--- config.mk ---
export PLATFORM = sky130hd
export DESIGN_NAME = mips_multicycle_ctrl
export DESIGN_NICKNAME = d
export VERILOG_FILES = /design/src/rtl/mips_multicycle_ctrl.sv
export SDC_FILE = /design/constraint.sdc
export NUM_CORES = 1
export LEC_CHECK = 0
export ABC_AREA = 1
export BUFFER_PORTS_ARGS = -buffer_cell sky130_fd_sc_hd__buf_2
export CAP_MARGIN = 20
export CORE_MARGIN = 8
export CORE_UTILIZATION = 41
export DETAILED_ROUTE_END_ITERATION = 12
export GPL_TIMING_DRIVEN = 0
export PLACE_DENSITY = 0.77
export SETUP_SLACK_MARGIN = 0.3
export SLEW_MARGIN = 0
export SYNTH_ARGS = -nofsm -noshare
export SYNTH_HDL_FRONTEND = slang
export SYNTH_SLANG_ARGS = --single-unit
--- constraint.sdc ---
create_clock -name clk -period 1.38 [get_ports clk]
set_input_delay 0.069 -clock clk [delete_from_list [all_inputs] [get_ports clk]]
set_output_delay 0.069 -clock clk [all_outputs]
set_load 0.05 [all_outputs]
--- src/rtl/mips_multicycle_ctrl.sv ---
// rtl/mips_multicycle_ctrl.sv - multicycle MIPS main control FSM
// Moore decode per state; pcEn in BEQ/BNE also depends on the ALU zero flag.
module mips_multicycle_ctrl #(
  parameter bit ENABLE_BNE = 1'b1
) (
  input  logic       clk,
  input  logic       reset,
  input  logic [5:0] op,
  input  logic [5:0] funct,
  input  logic       zero,
  output logic       pcEn,
  output logic       IorD,
  output logic       memwrite,
  output logic       IRwrite,
  output logic       regdst,
  output logic       memtoreg,
  output logic       regwrite,
  output logic       alusrcA,
  output logic [1:0] alusrcB,
  output logic [1:0] pcsrc,
  output logic [2:0] alucontrol,
  output logic [3:0] state,
  output logic       instr_done
);

  typedef enum logic [3:0] {
    S_FETCH  = 4'd0,
    S_DECODE = 4'd1,
    S_MEMADR = 4'd2,
    S_MEMRD  = 4'd3,
    S_MEMWB  = 4'd4,
    S_MEMWR  = 4'd5,
    S_EXEC   = 4'd6,
    S_ALUWB  = 4'd7,
    S_BEQ    = 4'd8,
    S_BNE    = 4'd9,
    S_ADDIEX = 4'd10,
    S_ADDIWB = 4'd11,
    S_JUMP   = 4'd12
  } state_t;

  state_t r_state;
  state_t w_next;
  state_t w_dec;
  logic   w_illegal;

  always_ff @(posedge clk) begin
    if (reset) r_state <= S_FETCH;
    else       r_state <= w_next;
  end

  always_comb begin
    w_next    = S_FETCH;
    w_illegal = 1'b0;
    case (r_state)
      S_FETCH:  w_next = S_DECODE;
      S_DECODE: begin
        case (op)
          6'b100011, 6'b101011: w_next = S_MEMADR;
          6'b000000:            w_next = S_EXEC;
          6'b000100:            w_next = S_BEQ;
          6'b000101: begin
            if (ENABLE_BNE) w_next = S_BNE;
            else            w_illegal = 1'b1;
          end
          6'b001000:            w_next = S_ADDIEX;
          6'b000010:            w_next = S_JUMP;
          default:              w_illegal = 1'b1;
        endcase
      end
      S_MEMADR: w_next = (op == 6'b100011) ? S_MEMRD : S_MEMWR;
      S_MEMRD:  w_next = S_MEMWB;
      S_EXEC:   w_next = S_ALUWB;
      S_ADDIEX: w_next = S_ADDIWB;
      default:  w_next = S_FETCH;
    endcase
  end

  // While reset is high decode as FETCH, then mask every strobe below.
  assign w_dec = reset ? S_FETCH : r_state;

  always_comb begin
    pcEn       = 1'b0;
    IorD       = 1'b0;
    memwrite   = 1'b0;
    IRwrite    = 1'b0;
    regdst     = 1'b0;
    memtoreg   = 1'b0;
    regwrite   = 1'b0;
    alusrcA    = 1'b0;
    alusrcB    = 2'b00;
    pcsrc      = 2'b00;
    alucontrol = 3'b010;
    instr_done = 1'b0;
    case (w_dec)
      S_FETCH: begin
        alusrcB = 2'b01;
        IRwrite = 1'b1;
        pcEn    = 1'b1;
      end
      S_DECODE: begin
        alusrcB    = 2'b11;
        instr_done = w_illegal;
      end
      S_MEMADR: begin
        alusrcA = 1'b1;
        alusrcB = 2'b10;
      end
      S_MEMRD: IorD = 1'b1;
      S_MEMWB: begin
        memtoreg   = 1'b1;
        regwrite   = 1'b1;
        instr_done = 1'b1;
      end
      S_MEMWR: begin
        IorD       = 1'b1;
        memwrite   = 1'b1;
        instr_done = 1'b1;
      end
      S_EXEC: begin
        alusrcA = 1'b1;
        case (funct)
          6'b100010: alucontrol = 3'b110;
          6'b100100: alucontrol = 3'b000;
          6'b100101: alucontrol = 3'b001;
          6'b101010: alucontrol = 3'b111;
          default:   alucontrol = 3'b010;
        endcase
      end
      S_ALUWB: begin
        regdst     = 1'b1;
        regwrite   = 1'b1;
        instr_done = 1'b1;
      end
      S_BEQ, S_BNE: begin
        alusrcA    = 1'b1;
        alucontrol = 3'b110;
        pcsrc      = 2'b01;
        pcEn       = (w_dec == S_BEQ) ? zero : ~zero;
        instr_done = 1'b1;
      end
      S_ADDIEX: begin
        alusrcA = 1'b1;
        alusrcB = 2'b10;
      end
      S_ADDIWB: begin
        regwrite   = 1'b1;
        instr_done = 1'b1;
      end
      S_JUMP: begin
        pcsrc      = 2'b10;
        pcEn       = 1'b1;
        instr_done = 1'b1;
      end
      default: ;
    endcase
    if (reset) begin
      pcEn       = 1'b0;
      memwrite   = 1'b0;
      IRwrite    = 1'b0;
      regwrite   = 1'b0;
      instr_done = 1'b0;
    end
  end

  assign state = r_state;

endmodule

==> results of run 1 <==
==> metrics by stage <==
step / TNS (ns) / worst slack, ns
floorplan: -0.321 / -0.115
global placement: -0.0221 / -0.0221
detailed placement: -0.0257 / -0.0257
CTS: -0.487 / -0.0854
==> cell families after synthesis <==
group | synth area share, %
XOR/XNOR | 1.55
flip-flops | 14.1
AND/OR/NAND/NOR | 59.2
buffers and inverters | 17.2
AO/OA/AOI/OAI | 7.95
==> what timing repair did <==
item | 4_1_cts
buffers inserted | 8
pin swaps | 6
setup endpoints to repair | 19
gates resized for setup | 47
==> out/metrics.cfg, run 1 <==
[yosys]
synth_instances = 117
synth_ff_type = dfxtp_1
synthTopCellsByArea = nand2_1, nand3_1, inv_1
ffs_w_async_s_r_synth_pct = 0
synthesis.nets = 132
synth.cell_area_um2 = 567
proportion_of_synthesized_chip_area_in_sequential_cells_pct = 14.1
synth_top_area_share_pct = 16.6
synth_register_bits = 4
synth-edff-count = 0
cell_accounting_for_the_most_synthesized_area = nand2_1
most_used_standard_cell_by_instance_count_after_synthesis = nand2_1
ys.warnings.count = 0
netlist_top_cells_count = nand2_1, inv_1, nor2_1, nand3_1, a21oi_1
synth_cell_type_count = 15
avg_inst_size_synth_um2 = 4.84

[run_status]
run_status = did not finish
failed_at = 5_1_grt
stop_error = [ERROR DPL-0033] detailed placement checks failed during check placement.

[global_routing]
maximum_number_of_pins_on_one_net_before_global_route_repair = 9
grt_antenna_before_repair = 0

[placement]
dpl_cell_area_um2 = 906
placed_insts = 166
number_of_buffer_cells_added_on_primary_ports = 34
globalplace.congestion = 0.839
dp_hpwl_um = 1590

[floorplanning]
fp.dieW_um = 53.2
chipHeight_um = 53.2
start_util_pct = 43.6
core.rowCount = 13
io_pins = 35

[cts]
root_driver = clkbuf_4
cts_buffers = 3
numClockSinks = 4
cts.path.max_buffers = 2
ctsHoldBuffers = 0
ctsHtreeMaxLevel = 1

[sta]
grt_worst_setup_endpoint = alucontrol[1]
worst-ep-kind = top-level output

==> run 2, diff against run 1 <==
Settings changed: CORE_AREA from default to 8 8 69 71, CORE_MARGIN 8 to default, CORE_UTILIZATION 41 to default, DIE_AREA from default to 0 0 77 79, PLACE_DENSITY 0.77 to default, PLACE_DENSITY_LB_ADDON from default to 0.15, SETUP_SLACK_MARGIN 0.3 to default.
==> run 2 against run 1 <==
The flow now finishes, with violations (negative setup slack). Area after synthesis is the same. Synthesized cell count is the same.
==> out/metrics.cfg, run 2 <==
[worst_setup_path]
signal_arrival_time_at_the_worst_endpoint_ns = 1.34
r2r_end = state[2]$_SDFF_PP0_
timing.reg2reg.setup_slack_ns = 0.20
reg2regPathDepth = 8
worst-endpoint-required_ns = 1.31
end_kind = output port
setup.worst_path.class = flip-flop to output port
cp_slowest_stage_delay_ns = 0.40
worstPathCellList = inv_4 -> nor2_4 -> inv_2 -> nor2_4 -> nand2_2 -> nand2_4 -> nor2_2 -> nand2_4 -> buf_8
crit-reg2reg-launch = state[0]$_SDFF_PP0_
cp_max_fo = 5
worstSetupStartpointType = flip-flop
crit_path_buffers_inverters = 3
cp_slowest_cell = dfxtp_4
crit_family = simple AND/OR/NAND/NOR gates

[sta]
worstMarginPinSlew_ns = 0.338
final.setup_skew_ns = 0.00154
max_freq_mhz = 709
fin_ws_ns = -0.0303
grt_setup_unrepaired = true
hold_viol = 0
timing.final.setup_violations = 5
post-route-min-period_ns = 1.41
slew_violations = 0
slew_headroom_pct = 77.4
period_share_pct = 102

[global_routing]
first_global_vias = 838
grt_antenna_before_repair = 0
grt.met1_usage_pct = 7.85
maximum_number_of_pins_on_one_net_before_global_route_repair = 9
gr-usage-met3_pct = 2.82
grt-busiest-layer = met2
grt_total_ovfl = 0
grt_first_pass_wirelength_um = 3640
groute.usage.overall_pct = 7.12
globalRouteMet2Util_pct = 12.6

[yosys]
synth_ff_type = dfxtp_1
synth_cell_type_count = 15
synthTopCellsByArea = nand2_1, nand3_1, inv_1
synth_register_bits = 4
avg_inst_size_synth_um2 = 4.84
synth.cell_area_um2 = 567
proportion_of_synthesized_chip_area_in_sequential_cells_pct = 14.1
synth_instances = 117
synthesis.nets = 132
cell_accounting_for_the_most_synthesized_area = nand2_1
synth_top_area_share_pct = 16.6
most_used_standard_cell_by_instance_count_after_synthesis = nand2_1
ys.warnings.count = 0
synth-edff-count = 0
netlist_top_cells_count = nand2_1, inv_1, nor2_1, nand3_1, a21oi_1
ffs_w_async_s_r_synth_pct = 0

[finish]
final_common_cell = buf_2
antennaDiodeCount = 0
final_cell_count_no_fill = 211
most-common-layout-cells = buf_2, nand2_1, nor2_1, inv_1, nand3_1
largest_register_ff_count = 4
final_layout_size_suffix_gt1_share_pct = 51.6
post_layout_nets = 178
layout-area-overhead-vs-synth_pct = 99.1

[floorplanning]
core_area_mm2 = 0.00380
core.rowCount = 23
fp.dieW_um = 77
dieArea_mm2 = 0.00608
io_pins = 35
chipHeight_um = 79
start_util_pct = 14.9

[drt]
wl_per_cell_um = 10.3
detail_route.first_pass.iterations = 4
detail_route.drc_violations = 0
dr_total_vias = 853
drt-vias-per-instance = 4.04
drt_first_iter_violations = 39
finalWirelength_um = 2180
detail-route-antenna-nets = 0

[cts]
clk_transition_reported_paths_ns = 0.03
root_driver = clkbuf_8
numClockSinks = 4
tritoncts = yes
ctsHoldBuffers = 0
clk-insertion-delay-late_ns = 0.21
cts_buffers = 3
ctsHtreeMaxLevel = 1
cts.path.max_buffers = 2

[hold_path]
holdPathStages = 2
hold_path_end = state[1]$_SDFF_PP0_
worst_hold_startpoint = reset
holdCritPathClass = input pin to flip-flop

[placement]
placed_insts = 201
number_of_buffer_cells_added_on_primary_ports = 34
pre_cts_ws_ns = -0.0229
globalplace.congestion = 0.808
dp_hpwl_um = 1820

[power]
pwr_density_cell_mw_per_mm2 = 496
ir_worst_vdd_mv = 0.226
cellLeakagePower_nw = 0.592

[run_status]
failed_checks = negative setup slack
run_status = finished, violations left

[run]
maxCapViolations = 0

run 2: cell counts after synthesis:
Identical to the previous run, type by type.
run 2: report_power, final:
group          internal [W]  switching, W
combinational     0.0000694      0.000131
sequential         0.000115    0.00000925
clock              0.000185     0.0000501
run 2: per-layer routing:
layer  up-vias  wire length (um)
li1        456                 -
met1       381               884
met2        16              1130
met3         0               164
met4         0                 0
met5         -                 0
run 2: what timing repair did:
| item | in CTS | in global routing |
|---|---|---|
| pin swaps | 5 | 3 |
| setup buffers | 5 | 2 |
| endpoints found under the setup margin | 12 | 15 |
| resized for setup | 37 | 18 |
| endpoints found under the hold margin | 0 | 0 |
run 2: worst max path at each step:
stage,start,end,slack (ns),cells past startpoint
after detailed placement,state[3]$_SDFF_PP0_,pcEn,-0.02,7
after CTS,state[2]$_SDFF_PP0_,alucontrol[1],-0.07,8
after floorplan,state[0]$_SDFF_PP0_,pcEn,-0.11,5
final,state[2]$_SDFF_PP0_,instr_done,-0.03,9
after global routing,state[1]$_SDFF_PP0_,instr_done,-0.11,7
after global placement,state[0]$_SDFF_PP0_,pcEn,-0.02,6
run 2: cells by family (layout without fill, tap and decap cells):
group	count (synthesis)	count (layout)	synth area share (%)
xor gates and xnor gates	1	1	1.55
DFF	4	4	14.1
AOI/OAI and AO/OA	9	9	7.95
buffers and inverters	26	70	17.2
and+or+nand+nor	77	77	59.2
run 2: final cells by class:
cell class	instances	area, um^2
fillers	450	2670
multi-input cells	87	531
repair buffers	41	293
inverters	26	106
flip-flops and latches	4	95.1
well taps	50	62.6
clock buffers	3	41.3
run 2: worst reg2reg max path, delay by kind of cell, from the launching register on:
family / cells / cell delay [ns]
simple gates: 5 / 0.38
flops: 1 / 0.39
buf+inv: 3 / 0.29
run 2: per-stage QoR:
stage	hold WS [ns]	cell area, um^2	setup TNS, ns	total power, W	utilization [%]
6_report	0.180	1130	-0.0982	0.000560	29.7
5_1_grt	0.194	1130	-0.654	0.000597	29.7
4_1_cts	0.170	1060	-0.280	0.000564	27.9
3_5_place_dp	0.363	870	-0.0280	0.000296	22.9
3_3_place_gp	0.371	870	-0.0368	0.000296	22.9
2_1_floorplan	0.128	637	-0.326	0.000240	-
Note: power is estimated with default switching activity, not from simulation.
==> run 3, diff against run 2 <==
Settings changed: BUFFER_PORTS_ARGS -buffer_cell sky130_fd_sc_hd__buf_2 to -buffer_cell sky130_fd_sc_hd__clkbuf_2.
==> run 3 against run 2 <==
The run still ends with negative setup slack left. Combinational power up 2%. Power increased by 2.4%. Clock-buffer cell count unchanged. Hold slack gained 0.0091 ns. Wire length increased by 6.7%. Flip-flop and latch count stayed put. Largest cell class unchanged. Highest routed layer is now met4.
==> out/metrics.cfg, run 3 (same netlist as run 2, synthesis figures left out) <==
[floorplanning]
core_area_mm2 = 0.00380
core.rowCount = 23
fp.dieW_um = 77
start_util_pct = 14.9
chipHeight_um = 79
dieArea_mm2 = 0.00608
io_pins = 35

[hold_path]
holdCritPathClass = input pin to flip-flop
hold_path_end = state[0]$_SDFF_PP0_
holdPathStages = 2
worst_hold_startpoint = reset

[placement]
globalplace.congestion = 0.824
pre_cts_ws_ns = -0.0574
number_of_buffer_cells_added_on_primary_ports = 34
dp_hpwl_um = 1850

[worst_setup_path]
signal_arrival_time_at_the_worst_endpoint_ns = 1.38
r2r_end = state[1]$_SDFF_PP0_
worstPathCellList = inv_4 -> nor2_4 -> inv_2 -> nor2_4 -> nand2_4 -> inv_2 -> nand4_1 -> buf_8
worstSetupStartpointType = flip-flop
cp_slowest_cell = dfxtp_4
reg2regPathDepth = 6
end_kind = output port
worst-endpoint-required_ns = 1.31
worst-path-stages = 8
crit_path_buffers_inverters = 4
crit-reg2reg-launch = state[3]$_SDFF_PP0_
cp_slowest_stage_delay_ns = 0.40
cp_max_fo = 5
setup.worst_path.class = flip-flop to output port
timing.reg2reg.setup_slack_ns = 0.24
crit_family = simple AND/OR/NAND/NOR gates

[global_routing]
grt_first_pass_wirelength_um = 3650
first_global_vias = 834
groute.usage.overall_pct = 7.10
maximum_number_of_pins_on_one_net_before_global_route_repair = 9
grt_total_ovfl = 0
grt_antenna_before_repair = 0

[finish]
layout-area-overhead-vs-synth_pct = 101
antennaDiodeCount = 0
final_layout_size_suffix_gt1_share_pct = 50.9
post_layout_nets = 176
largest_register_ff_count = 4
final_common_cell = clkbuf_2
most-common-layout-cells = clkbuf_2, nor2_1, nand2_1, inv_1, nand3_1

[sta]
post-route-min-period_ns = 1.45
period_share_pct = 105
slew_violations = 0
grt_setup_unrepaired = true
final.setup_skew_ns = 0.000171
timing.final.setup_violations = 6
max_freq_mhz = 691
worstMarginPinSlew_ns = 0.336
hold_viol = 0
fin_ws_ns = -0.0671
setup_tns_ns = -0.259
slew_headroom_pct = 77.5

[power]
p_sw_w = 0.000199
swShare_pct = 34.7
pwr_density_cell_mw_per_mm2 = 502
comb_power_share_pct = 35.6
share_clk_of_total_power_pct = 42.4
p_seq_share_pct = 22.0
cellLeakagePower_nw = 0.586
ir_worst_vdd_mv = 0.219
cell_internal_pwr_w = 0.000374

[run_status]
run_status = finished, violations left
failed_checks = negative setup slack

[drt]
detail-route-antenna-nets = 0
wl_per_cell_um = 11.1
detail_route.drc_violations = 0
drt_first_iter_violations = 26
detail_route.first_pass.iterations = 4
finalWirelength_um = 2330
dr_total_vias = 882
drt-vias-per-instance = 4.22

[cts]
clk-insertion-delay-late_ns = 0.21
cts.path.max_buffers = 2
cts_buffers = 3
ctsHtreeMaxLevel = 1
tritoncts = yes
root_driver = clkbuf_8
numClockSinks = 4
clk_transition_reported_paths_ns = 0.03

[run]
maxCapViolations = 0

## run 3: changes by cell type in the layout (fill, tap and decap cells not counted), moves of 3 or more
cell and delta:
buf_2 -21, clkbuf_2 +21, buf_6 -8, buf_8 +8, buf_4 -3
## run 3: power groups by stage
stage          logic [W]  registers (W)  clock network (W)
2_1_floorplan   0.000106       0.000134                  0
3_3_place_gp    0.000172       0.000124                  0
3_5_place_dp    0.000172       0.000124                  0
4_1_cts         0.000193       0.000125           0.000249
5_1_grt         0.000222       0.000127           0.000256
6_report        0.000204       0.000126           0.000243
## run 3: cell type report
class	count	area, um^2
Clock buffer	3	41.3
Multi-Input combinational cell	87	524
Fill cell	448	2660
Tap cell	50	62.6
Inverter	26	109
Timing Repair Buffer	39	308
Sequential cell	4	95.1
## run 3: worst register-to-register path, stage by stage (launching register included)
cell,delay [ns]
dfxtp_4,0.36
nor2_4,0.14
buf_4,0.13
nand2_1,0.10
nor2_1,0.14
nand2_1,0.07
a21oi_1,0.12
## run 3: stage by stage
stage / std cells / cell area (um^2) / hold WS (ns) / util (%) / power [W]
after detailed placement: 201 / 870 / 0.382 / 22.9 / 0.000296
after global placement: 201 / 870 / 0.383 / 22.9 / 0.000296
after CTS: 205 / 1050 / 0.165 / 27.6 / 0.000566
after floorplan: 117 / 637 / 0.128 / - / 0.000240
after global routing: 209 / 1140 / 0.209 / 30.0 / 0.000605
final: 209 / 1140 / 0.189 / 30.0 / 0.000573
## run 3: routing by layer
metal / wire length [um] / track usage (%) / up-vias
met5: 0 / 0 / -
met4: 44 / 2.83 / 0
met3: 153 / 2.26 / 6
met2: 1180 / 12.1 / 37
met1: 943 / 8.12 / 385
li1: - / - / 454
## run 3: worst max-delay path by stage
stage | startpoint | end | slack, ns
floorplan | state[0]$_SDFF_PP0_ | pcEn | -0.11
global placement | state[0]$_SDFF_PP0_ | pcEn | -0.05
detailed placement | state[3]$_SDFF_PP0_ | pcEn | -0.06
CTS | state[3]$_SDFF_PP0_ | pcEn | -0.11
global route | state[3]$_SDFF_PP0_ | pcEn | -0.14
finish | state[2]$_SDFF_PP0_ | alucontrol[1] | -0.07
## run 3: timing repair
item,CTS,global route
setup endpoints to repair,12,14
hold buffers,0,0
pin swaps,2,7
hold endpoints to repair,0,0
gates resized for setup,35,31
buffers inserted,1,4
